## src/rtl/idli_pkg.sv

```systemverilog
// Shared types and constants for the idli core, including the SQI memory controller.
package idli_pkg;

   typedef enum logic {
      SQI_IO_MODE_OUT = 1'b0,
      SQI_IO_MODE_IN  = 1'b1
   } sqi_io_mode_t;

   typedef enum logic [2:0] {
      INIT  = 3'd0,
      DESEL = 3'd1,
      IDLE  = 3'd2,
      CMD   = 3'd3,
      ADDR  = 3'd4,
      DUMMY = 3'd5,
      DATA  = 3'd6
   } sqi_state_t;

   localparam logic [7:0] SQI_CMD_READ  = 8'h03;
   localparam logic [7:0] SQI_CMD_WRITE = 8'h02;
   localparam logic [7:0] SQI_CMD_EQIO  = 8'h38;

   // Word address to 24-bit byte address; the top bit of the word address never carries.
   function automatic logic [23:0] sqi_byte_addr(input logic [15:0] word_addr);
      return {7'b000_0000, word_addr, 1'b0};
   endfunction

endpackage

```

## src/rtl/idli_sqi_shift_m.sv

```systemverilog
// 32-bit parallel-load shift register feeding the SQI data pins one nibble (or one bit)
// per beat while collecting returned nibbles at the low end.
module idli_sqi_shift_m (
   input  logic        clk,
   input  logic        rst,
   input  logic        load,
   input  logic        shift,
   input  logic        bit_mode,
   input  logic        mute,
   input  logic [31:0] load_val,
   input  logic [3:0]  rx_nibble,
   output logic [3:0]  tx_nibble,
   output logic [11:0] tail
);

   logic [31:0] q_r;
   logic [31:0] q_s;
   logic [31:0] src_s;
   logic [3:0]  tx_r;
   logic [3:0]  tx_s;

   // The head of the source word goes to the pins, the remainder moves up one slot.
   always_comb begin
      src_s = load ? load_val : q_r;
      if (bit_mode) begin
         q_s  = {src_s[30:0], 1'b0};
         tx_s = {3'b000, src_s[31]};
      end else begin
         q_s  = {src_s[27:0], (load ? 4'h0 : rx_nibble)};
         tx_s = src_s[31:28];
      end
      if (mute) begin
         tx_s = 4'h0;
      end else begin
         tx_s = tx_s;
      end
   end

   // Register update, only on beat boundaries.
   always_ff @(posedge clk) begin
      if (rst) begin
         q_r  <= 32'h0000_0000;
         tx_r <= 4'h0;
      end else if (load || shift) begin
         q_r  <= q_s;
         tx_r <= tx_s;
      end
   end

   assign tx_nibble = tx_r;
   assign tail      = q_r[11:0];

endmodule

```

## src/rtl/idli_sqi_ctrl_m.sv

```systemverilog
// SQI controller for a 23LC1024-style serial SRAM: quad-mode entry after reset,
// then one 16-bit word read or write per accepted request.
module idli_sqi_ctrl_m
   import idli_pkg::*;
#(
   parameter logic [7:0] CMD_READ  = SQI_CMD_READ,
   parameter logic [7:0] CMD_WRITE = SQI_CMD_WRITE,
   parameter logic [7:0] CMD_EQIO  = SQI_CMD_EQIO
) (
   input  logic         i_sqi_gck,
   input  logic         i_sqi_rst,
   input  logic         i_sqi_req_vld,
   output logic         o_sqi_req_acp,
   input  logic         i_sqi_req_wr,
   input  logic [15:0]  i_sqi_req_addr,
   input  logic [15:0]  i_sqi_req_wdata,
   output logic         o_sqi_rsp_vld,
   output logic [15:0]  o_sqi_rsp_data,
   output logic         o_sqi_mem_sck,
   output logic         o_sqi_mem_cs,
   output sqi_io_mode_t o_sqi_mem_io_mode,
   input  logic [3:0]   i_sqi_mem_sio,
   output logic [3:0]   o_sqi_mem_sio
);

   sqi_state_t   state_r, state_s, follow_s;
   logic [3:0]   beat_r, beat_s, last_beat_s;
   logic         phase_r, phase_s;
   logic         wr_r;
   logic [15:0]  wdata_r;
   logic         cs_r, sck_r;
   sqi_io_mode_t io_mode_r, io_mode_s;
   logic         rsp_vld_r, rsp_vld_s;
   logic [15:0]  rsp_data_r, rsp_data_s;
   logic         accept_s, active_s, load_s, shift_s, bit_mode_s, mute_s;
   logic [31:0]  load_val_s;
   logic [11:0]  tail_s;

   assign accept_s = (state_r == IDLE) && i_sqi_req_vld;

   // Length and successor of each pin-active transaction phase.
   always_comb begin
      last_beat_s = 4'd0;
      follow_s    = DESEL;
      case (state_r)
         CMD:     begin last_beat_s = 4'd1; follow_s = ADDR;                     end
         ADDR:    begin last_beat_s = 4'd5; follow_s = wr_r ? DATA : DUMMY;      end
         DUMMY:   begin last_beat_s = 4'd1; follow_s = DATA;                     end
         DATA:    begin last_beat_s = 4'd3; follow_s = DESEL;                    end
         default: begin last_beat_s = 4'd0; follow_s = DESEL;                    end
      endcase
   end

   // Next state, beat/phase sequencing and shift-register control.
   always_comb begin
      state_s    = state_r;
      beat_s     = beat_r;
      phase_s    = ~phase_r;
      load_s     = 1'b0;
      shift_s    = 1'b0;
      bit_mode_s = 1'b0;
      load_val_s = {CMD_EQIO, 24'h00_0000};
      case (state_r)
         INIT: begin
            bit_mode_s = 1'b1;
            // beat 4'hF is the idle cycle straight out of reset; it loads the opcode.
            if (phase_r && (beat_r == 4'd7)) begin
               state_s = DESEL;
               beat_s  = 4'd0;
               shift_s = 1'b1;
            end else if (phase_r) begin
               beat_s  = beat_r + 4'd1;
               load_s  = (beat_r == 4'hF);
               shift_s = (beat_r != 4'hF);
            end else begin
               beat_s  = beat_r;
            end
         end
         DESEL: begin
            if (phase_r) begin
               state_s = IDLE;
            end else begin
               state_s = DESEL;
            end
         end
         IDLE: begin
            phase_s = 1'b0;
            if (accept_s) begin
               state_s    = CMD;
               beat_s     = 4'd0;
               load_s     = 1'b1;
               load_val_s = {(i_sqi_req_wr ? CMD_WRITE : CMD_READ), sqi_byte_addr(i_sqi_req_addr)};
            end else begin
               state_s    = IDLE;
            end
         end
         CMD, ADDR, DUMMY, DATA: begin
            shift_s = phase_r;
            if (phase_r && (beat_r == last_beat_s)) begin
               state_s = follow_s;
               beat_s  = 4'd0;
            end else if (phase_r) begin
               beat_s  = beat_r + 4'd1;
            end else begin
               beat_s  = beat_r;
            end
            if ((state_r == ADDR) && (state_s == DATA)) begin
               load_s     = 1'b1;
               shift_s    = 1'b0;
               load_val_s = {wdata_r, 16'h0000};
            end else begin
               load_val_s = load_val_s;
            end
         end
         default: begin
            state_s = DESEL;
            beat_s  = 4'd0;
         end
      endcase
   end

   // Pin and response values for the cycle that follows the current edge.
   always_comb begin
      active_s   = state_s inside {INIT, CMD, ADDR, DUMMY, DATA};
      io_mode_s  = ((state_s == DUMMY) || ((state_s == DATA) && !wr_r)) ? SQI_IO_MODE_IN
                                                                        : SQI_IO_MODE_OUT;
      mute_s     = !active_s || (io_mode_s == SQI_IO_MODE_IN);
      rsp_vld_s  = (state_r == DATA) && (state_s == DESEL);
      rsp_data_s = (rsp_vld_s && !wr_r) ? {tail_s, i_sqi_mem_sio} : 16'h0000;
   end

   // State, request latch and registered pin/response outputs.
   always_ff @(posedge i_sqi_gck) begin
      if (i_sqi_rst) begin
         state_r    <= INIT;
         beat_r     <= 4'hF;
         phase_r    <= 1'b1;
         wr_r       <= 1'b0;
         wdata_r    <= 16'h0000;
         cs_r       <= 1'b1;
         sck_r      <= 1'b0;
         io_mode_r  <= SQI_IO_MODE_OUT;
         rsp_vld_r  <= 1'b0;
         rsp_data_r <= 16'h0000;
      end else begin
         state_r    <= state_s;
         beat_r     <= beat_s;
         phase_r    <= phase_s;
         cs_r       <= !active_s;
         sck_r      <= active_s && phase_s;
         io_mode_r  <= io_mode_s;
         rsp_vld_r  <= rsp_vld_s;
         rsp_data_r <= rsp_data_s;
         if (accept_s) begin
            wr_r    <= i_sqi_req_wr;
            wdata_r <= i_sqi_req_wdata;
         end
      end
   end

   idli_sqi_shift_m u_shift (
      .clk       (i_sqi_gck),
      .rst       (i_sqi_rst),
      .load      (load_s),
      .shift     (shift_s),
      .bit_mode  (bit_mode_s),
      .mute      (mute_s),
      .load_val  (load_val_s),
      .rx_nibble (i_sqi_mem_sio),
      .tx_nibble (o_sqi_mem_sio),
      .tail      (tail_s)
   );

   assign o_sqi_req_acp     = (state_r == IDLE);
   assign o_sqi_rsp_vld     = rsp_vld_r;
   assign o_sqi_rsp_data    = rsp_data_r;
   assign o_sqi_mem_sck     = sck_r;
   assign o_sqi_mem_cs      = cs_r;
   assign o_sqi_mem_io_mode = io_mode_r;

endmodule

```

## config.mk

```make
export PLATFORM = sky130hd
export DESIGN_NAME = idli_sqi_ctrl_m
export DESIGN_NICKNAME = d
export VERILOG_FILES = /design/src/rtl/idli_pkg.sv /design/src/rtl/idli_sqi_shift_m.sv /design/src/rtl/idli_sqi_ctrl_m.sv
export SDC_FILE = /design/constraint.sdc
export NUM_CORES = 1
export LEC_CHECK = 0
export CORE_MARGIN = 8
export CORE_UTILIZATION = 54
export CTS_CLUSTER_SIZE = 28
export DETAILED_ROUTE_END_ITERATION = 10
export PLACE_DENSITY = 0.8
export SYNTH_ARGS = -nofsm -noshare
export SYNTH_HDL_FRONTEND = slang
export SYNTH_SLANG_ARGS = --single-unit
```

## constraint.sdc

```tcl
create_clock -name i_sqi_gck -period 2.8 [get_ports i_sqi_gck]
set_input_delay 0.28 -clock i_sqi_gck [delete_from_list [all_inputs] [get_ports i_sqi_gck]]
set_output_delay 0.28 -clock i_sqi_gck [all_outputs]
set_load 0.005 [all_outputs]
```

==> results.toml, run 1 <==
[timing]
period_minus_slack_ps = 2561
hold_viol_final = 0
holdWs_ps = 362.5
worst_slew_pin_slew_ps = 904.6
skew_ps = 12.65
setup_viol = 0
final_max_slew_viol_count = 0
tns_ps = 0
fmax_ghz = 0.3904
period_share = 0.9148
rsz0062_at_grt = "no"
relSlewSlack = 0.3923

[route]
post_drt_wl_per_cell_um = 19.20
vias = 4272
routed_via_density = 6.414
drtIter0Drc = 318
drc_errors = 0
drt.antenna.violating_nets = 0
drt_pass1_iterations = 5
wirelength_mm = 12.79

[final_layout]
syn2layout_area_growth_pct = 26.68
final_cell_mix = "dfxtp_1 (81), clkdlybuf4s50_1 (63), nand2_1 (61)"
layout.nets = 600
drive_above_1_share = 0.1277
stdcell_area_um2 = 5204
diodes = 0
final_common_cell = "dfxtp_1"

[synth]
synth-edff-count = 0
ys_seq_elements = 81
yosysWarnings = 0
avgSynthCellArea_um2 = 8.400
synthCells = 489
ys_seq_area_frac = 0.3948
synth_fp_nets = 530
synthArstFlopShare = 0
synth_area_um2 = 4108
synth_cell_types = 77
synth_flop_cell = "dfxtp_1"

[place]
place_area_um2 = 4992
gp_congestion = 0.9762
dp_hpwl_mm = 9.154
numPortBuffers = 64

[floorplan]
die_x_um = 103.2
ioPinCount = 65
rows = 32
die_h_um = 103.2
die-area_um2 = 10650
initial_core_util = 0.5457
core_um2 = 7527

[critical_path]
cp-start-kind = "register"
startpoint = "beat_r[0]$_SDFFE_PP1P_"
rrSetupSlack_ps = 240
worstSetupEndpoint = "o_sqi_mem_sck$_SDFF_PP0_"
worstPathArrival_ps = 2800
r2r-start = "beat_r[0]$_SDFFE_PP1P_"
worstPathMaxFanout = 10
worstSetupPathType = "reg2reg"
r2r_end = "o_sqi_mem_sck$_SDFF_PP0_"
ff2ff_path_depth = 6
required_ps = 3030
cp-end-kind = "register"

[global_route]
grt_pass1_vias = 4067
antenna_found_initial = 0
grt_max_degree = 43
grt-ovfl-total = 0
track_usage = 0.2475
grt_first_pass_wirelength_mm = 20.59

[hold_path]
hp-class = "in2reg"

[clock_tree]
cts-hold-fix-buffers = 0
cts_max_path_buffers = 2
postCtsSetupRepairBufs = 0
tritoncts = "built"
htreeDepth = 3
cts_buffers = 9
cts_root_buf = "clkbuf_8"
cts_sinks = 81
clk_latency_ps = 360
clk_pin_slew_ps = 90
ctsResizeCount = 0

[power]
p_leak_nw = 1.872
power.density_nw_per_um2 = 703.8
power_mw = 3.663
peakVddDrop_mv = 0.4365

[status]
status = "finished, final reports clean"

[flow_run]
cap_viol_max_count = 0
[how the worst min path moves through the flow]
stage,from,to,slack (ps),depth (start not counted)
5_1_grt,i_sqi_rst,state_r[1]$_SDFF_PP0_,350,2
3_5_place_dp,wdata_r[14]$_SDFFE_PP0P_,wdata_r[14]$_SDFFE_PP0P_,440,2
6_report,i_sqi_rst,state_r[1]$_SDFF_PP0_,360,2
3_3_place_gp,wdata_r[14]$_SDFFE_PP0P_,wdata_r[14]$_SDFFE_PP0P_,440,2
2_1_floorplan,i_sqi_mem_sio[0],o_sqi_rsp_data[0]$_SDFF_PP0_,400,1
4_1_cts,i_sqi_rst,state_r[1]$_SDFF_PP0_,330,2
[flip-flops by register name, summed over array words and instances (netlist names), 3 cells and up]
signal and cells:
state_r 3, o_sqi_rsp_data 16, wdata_r 16, beat_r 4
u_shift.tx_nibble 4, u_shift.q_r 32
[metal layers]
layer  track usage  share of wire  up-vias
met5             0              0        -
met4       0.09010          0.015        0
met3       0.04150          0.099       24
met2        0.3916           0.45      271
met1        0.3314           0.43     1996
li1              -              -     1981
[Yosys cell counts (3+ instances only)]
| cell | instances | area share |
|---|---|---|
| dfxtp_1 | 81 | 0.39 |
| nand2_1 | 61 | 0.056 |
| a21oi_1 | 38 | 0.046 |
| o21ai_0 | 30 | 0.037 |
| clkbuf_1 | 28 | 0.026 |
| and2_1 | 19 | 0.029 |
| a221oi_1 | 18 | 0.038 |
| a31oi_1 | 16 | 0.024 |
| nor3_1 | 13 | 0.016 |
| inv_1 | 12 | 0.011 |
| nor2_1 | 12 | 0.011 |
| a211oi_1 | 10 | 0.018 |
| nand3_1 | 10 | 0.012 |
| a22oi_1 | 9 | 0.016 |
| buf_2 | 8 | 0.0097 |
| a2111oi_0 | 6 | 0.013 |
| a21o_1 | 6 | 0.011 |
| and3_1 | 5 | 0.0076 |
| nand2b_1 | 5 | 0.0076 |
| nor4_1 | 5 | 0.0076 |
| o211ai_1 | 5 | 0.0091 |
| o21a_1 | 5 | 0.0091 |
| nor2b_1 | 4 | 0.0061 |
| nor3b_1 | 4 | 0.0073 |
| o221ai_1 | 4 | 0.0085 |
| o31ai_1 | 4 | 0.0073 |
| mux2i_1 | 3 | 0.0073 |
| nand4_1 | 3 | 0.0046 |
| xnor2_1 | 3 | 0.0064 |
[final cells by class]
class                      count  area [um2]
sequential                    81        1622
multi-input combinational    355        2280
clock inverter                 6       73.82
clock buffer                  10       137.6
fill                         659        2323
inverter                      12       45.04
tap                          102       127.6
timing repair buffer         100       918.4
[stage by stage]
| step | worst slack (ps) | std cells | utilization |
|---|---|---|---|
| 2_1_floorplan | 371.1 | 489 | - |
| 3_3_place_gp | 347.9 | 650 | 0.6632 |
| 3_5_place_dp | 344.6 | 650 | 0.6632 |
| 4_1_cts | 303.0 | 666 | 0.6913 |
| 5_1_grt | 58.64 | 666 | 0.6913 |
| 6_report | 238.6 | 666 | 0.6913 |
[worst max-delay path: stages (launching register included)]
cell and delay, ps:
dfxtp_1 550, xnor3_1 470, and3_1 180, o31ai_1 380
o31ai_2 230, xnor2_1 200, a2111oi_0 420
[report_power, final]
part           internal [mW]  total, mW  switching (mW)  leakage, nW
registers               1.29       1.42           0.124        0.659
logic                  0.550       1.33           0.779         1.11
clock network          0.447      0.914           0.467        0.101
total                   2.29       3.66            1.37         1.87
[cells by family (layout without fill, tap and decap cells)]
logic type	count (synthesis)	after routing	share of synthesized area
flip-flops	81	81	0.3948
multiplexers	5	5	0.01371
adder cells (fa/ha/maj)	1	1	0.003046
buffers and inverters	53	128	0.05544
AND/OR/NAND/NOR	160	160	0.2032
XOR/XNOR	6	6	0.01615
AO/OA/AOI/OAI	183	183	0.3137
Note: power is estimated with default switching activity, not from simulation.
==> inputs of run 2 (changes only) <==
--- a/config.mk
+++ b/config.mk
@@ -10,6 +10,7 @@
 export CTS_CLUSTER_SIZE = 28
 export DETAILED_ROUTE_END_ITERATION = 10
 export PLACE_DENSITY = 0.8
+export SLEW_MARGIN = 30
 export SYNTH_ARGS = -nofsm -noshare
 export SYNTH_HDL_FRONTEND = slang
 export SYNTH_SLANG_ARGS = --single-unit
==> results.toml, run 2 (synthesis results as in run 1) <==
[status]
status = "finished, final reports clean"

[clock_tree]
cts_sinks = 81
cts_max_path_buffers = 2
cts_buffers = 9
cts_root_buf = "clkbuf_8"
postCtsSetupRepairBufs = 0
cts-hold-fix-buffers = 0
clk_pin_slew_ps = 90
htreeDepth = 3
clk_latency_ps = 360
tritoncts = "built"
ctsResizeCount = 0

[timing]
skew_ps = 11.99
fmax_ghz = 0.3917
rsz0062_at_grt = "no"
setup_viol = 0
period_minus_slack_ps = 2553
tns_ps = 0
period_share = 0.9119
worst_slew_pin_slew_ps = 598.1
holdWs_ps = 359.7
relSlewSlack = 0.6008
final_max_slew_viol_count = 0
hold_viol_final = 0

[place]
gp_congestion = 0.9762
numPortBuffers = 64
dp_hpwl_mm = 9.154

[global_route]
grt_max_degree = 43
track_usage = 0.2475
grt_pass1_vias = 4067
antenna_found_initial = 0
grt-ovfl-total = 0
grt_first_pass_wirelength_mm = 20.59

[route]
wirelength_mm = 12.80
drt_pass1_iterations = 5
vias = 4259
post_drt_wl_per_cell_um = 19.22
routed_via_density = 6.395
drt.antenna.violating_nets = 0
drtIter0Drc = 375
drc_errors = 0

[critical_path]
cp-start-kind = "register"
worstPathArrival_ps = 2790
worstPathMaxFanout = 10
cp-end-kind = "register"
worstSetupPathType = "reg2reg"
ff2ff_path_depth = 6
required_ps = 3040

[final_layout]
diodes = 0
layout.nets = 600
drive_above_1_share = 0.1294
syn2layout_area_growth_pct = 26.80
final_common_cell = "dfxtp_1"
regMostFlops = "u_shift.q_r"
largest_register_ffs = 32
final_cell_mix = "dfxtp_1 (81), clkdlybuf4s50_1 (63), nand2_1 (61)"

[power]
p_sw_frac = 0.3754
power_switching_mw = 1.378
peakVddDrop_mv = 0.4380
power_frac_comb = 0.363
power.density_nw_per_um2 = 704.6
p_clk_frac = 0.251
p_leak_nw = 1.872
internal-power_mw = 2.292
pwr-share-seq = 0.386

[flow_run]
cap_viol_max_count = 0

[floorplan]
rows = 32
die-area_um2 = 10650
initial_core_util = 0.5457
die_x_um = 103.2
ioPinCount = 65
die_h_um = 103.2
core_um2 = 7527

[hold_path]
hp-class = "in2reg"
min_path_cells = 2
run 2: cell counts in the layout (fill, tap and decap cells not counted):
No cell type changed its count.
run 2: worst paths after layout:
kind,start,to,slack [ps]
min,i_sqi_rst,state_r[1]$_SDFF_PP0_,360
max reg2reg,beat_r[0]$_SDFFE_PP1P_,o_sqi_mem_sck$_SDFF_PP0_,250
max,beat_r[0]$_SDFFE_PP1P_,o_sqi_mem_sck$_SDFF_PP0_,250
min reg2reg,wdata_r[14]$_SDFFE_PP0P_,wdata_r[14]$_SDFFE_PP0P_,460
run 2: cell type report:
| cell class | count | area [um2] |
|---|---|---|
| clock buffer | 10 | 137.6 |
| clock inverter | 6 | 73.82 |
| fill | 661 | 2318 |
| inverter | 12 | 45.04 |
| multi-input combinational | 355 | 2285 |
| sequential | 81 | 1622 |
| tap | 102 | 127.6 |
| timing repair buffer | 100 | 918.4 |
run 2: per-stage QoR:
| stage | util | cell area (um2) | total power, mW | cells | worst slack (ps) |
|---|---|---|---|---|---|
| floorplan | - | 4108 | 2.249 | 489 | 371.1 |
| global placement | 0.6632 | 4992 | 2.715 | 650 | 347.9 |
| detailed placement | 0.6632 | 4992 | 2.726 | 650 | 344.6 |
| CTS | 0.6913 | 5204 | 3.639 | 666 | 303.0 |
| global route | 0.6920 | 5209 | 3.836 | 666 | 58.64 |
| finish | 0.6920 | 5209 | 3.670 | 666 | 246.8 |
run 2: metal layers:
| metal | GRT usage | wire length, um | vias to the layer above |
|---|---|---|---|
| met3 | 0.04150 | 1125 | 20 |
| met5 | 0 | 0 | - |
| met2 | 0.3916 | 5779 | 256 |
| met4 | 0.09010 | 178 | 0 |
| met1 | 0.3314 | 5720 | 1998 |
| li1 | - | - | 1985 |
run 2: worst max-delay path, stage by stage, from the launching register on:
cell and delay [ps]:
dfxtp_1 550, xnor3_1 470, and3_1 190, o31ai_1 380
o31ai_2 230, xnor2_1 200, a2111oi_0 410
run 2: power by group through the flow:
| stage | Clock (mW) | Sequential (mW) | Combinational, mW |
|---|---|---|---|
| finish | 0.920 | 1.42 | 1.33 |
| global route | 0.973 | 1.43 | 1.43 |
| CTS | 0.926 | 1.41 | 1.30 |
| detailed placement | 0 | 1.44 | 1.29 |
| global placement | 0 | 1.43 | 1.28 |
| floorplan | 0 | 1.39 | 0.857 |
==> inputs of run 3 (changes only) <==
--- a/config.mk
+++ b/config.mk
@@ -10,6 +10,7 @@
 export CTS_CLUSTER_SIZE = 28
 export DETAILED_ROUTE_END_ITERATION = 10
 export PLACE_DENSITY = 0.8
+export REMOVE_ABC_BUFFERS = 1
 export SLEW_MARGIN = 30
 export SYNTH_ARGS = -nofsm -noshare
 export SYNTH_HDL_FRONTEND = slang
==> constraint.sdc (replaced) <==
create_clock -name i_sqi_gck -period 2.8 [get_ports i_sqi_gck]
set_input_delay 0.28 -clock i_sqi_gck [delete_from_list [all_inputs] [get_ports i_sqi_gck]]
set_output_delay 0.28 -clock i_sqi_gck [all_outputs]
set_load 0.01 [all_outputs]
==> results.toml, run 3 (synthesis results as in run 1) <==
[final_layout]
final_common_cell = "dfxtp_1"
stdcell_count = 662
drive_above_1_share = 0.1214
syn2layout_area_growth_pct = 25.25
final_cell_mix = "dfxtp_1 (81), clkdlybuf4s50_1 (63), nand2_1 (61)"
diodes = 0
finish.utilization = 0.6835
regMostFlops = "u_shift.q_r"
largest_register_ffs = 32
layout.nets = 596

[clock_tree]
cts_max_path_buffers = 2
htreeDepth = 3
cts-hold-fix-buffers = 0
cts_buffers = 9
ctsResizeCount = 0
clk_pin_slew_ps = 90
cts_sinks = 81
clk_latency_ps = 350
tritoncts = "built"
cts_root_buf = "clkbuf_8"
postCtsSetupRepairBufs = 0

[power]
p_leak_nw = 1.818
peakVddDrop_mv = 0.4412
power.density_nw_per_um2 = 681.2

[floorplan]
die-area_um2 = 10650
rows = 32
ioPinCount = 65
initial_core_util = 0.5457
die_h_um = 103.2
die_x_um = 103.2
core_um2 = 7527

[critical_path]
worstSetupPathType = "reg2reg"
cp_cell_sequence = "or3b_1 > mux2_4 > or3_1 > nor2_2 > a22oi_1 > a221oi_1"
max_stage_delay_ps = 500
cp-start-kind = "register"
worstPathMaxFanout = 10
required_ps = 3050
slowest_stage = "or3_1"
worstPathArrival_ps = 2910
cp-end-kind = "register"

[timing]
tns_ps = 0
skew_ps = 11.83
setup_slack_ps = 143.3
final_max_slew_viol_count = 0
setup_viol = 0
period_share = 0.9488
hold_viol_final = 0
relSlewSlack = 0.5164
worst_slew_pin_slew_ps = 725.5
period_minus_slack_ps = 2657
rsz0062_at_grt = "no"
fmax_ghz = 0.3764

[route]
drt_pass1_iterations = 5
wirelength_mm = 12.91
drt.antenna.violating_nets = 0
drtIter0Drc = 448
vias = 4174
routed_via_density = 6.305
post_drt_wl_per_cell_um = 19.51
drc_errors = 0

[global_route]
grt-ovfl-total = 0
track_usage = 0.2473
grt_max_degree = 43
grt_first_pass_wirelength_mm = 20.57
antenna_found_initial = 0
grt_pass1_vias = 3905

[place]
pre_cts_slack_ps = 162.0
dp_hpwl_mm = 9.274
gp_congestion = 0.9477
dp.cells = 646
numPortBuffers = 64

[flow_run]
cap_viol_max_count = 0

[status]
status = "finished, final reports clean"

[hold_path]
hp-class = "in2reg"
## run 3: final timing paths
kind | startpoint | endpoint | slack, ps | depth (start not counted)
setup / recovery | phase_r$_SDFF_PP1_ | u_shift.q_r[23]$_SDFFE_PP0P_ | 140 | 6
hold / removal | i_sqi_rst | state_r[1]$_SDFF_PP0_ | 370 | 2
setup reg to reg | phase_r$_SDFF_PP1_ | u_shift.q_r[23]$_SDFFE_PP0P_ | 140 | 6
hold reg to reg | wdata_r[14]$_SDFFE_PP0P_ | wdata_r[14]$_SDFFE_PP0P_ | 460 | 2
## run 3: through the flow
stage	area, um2	power, mW	hold WS [ps]
floorplan	3925	2.185	349.1
global placement	4962	2.699	439.5
detailed placement	4962	2.711	449.1
CTS	5134	3.467	363.3
global route	5145	3.671	401.6
finish	5145	3.505	373.4
## run 3: per-layer routing
layer  share of wire  up-vias  track usage
li1                -     1976            -
met1            0.44     1953       0.3423
met2            0.43      215       0.3648
met3            0.10       30      0.05622
met4           0.021        0      0.09344
met5               0        -            0
## run 3: worst max-delay path: cells and delay by family, from the launching register on
family	cells	cell delay, ps
compound gates	2	560
flops	1	350
mux	1	310
simple gates	3	1330
## run 3: where the power goes
group	switching [mW]	internal [mW]	total (mW)	leakage, nW
Combinational	0.793	0.538	1.33	1.08
Clock	0.440	0.329	0.769	0.0766
Sequential	0.111	1.29	1.41	0.659
## run 3: area by class of cell
class	instances	area, um2
Timing Repair Buffer	96	888.4
Tap cell	102	127.6
Sequential cell	81	1622
Clock inverter	5	40.04
Fill cell	673	2382
Clock buffer	11	131.4
Inverter	12	45.04
Multi-Input combinational cell	355	2291
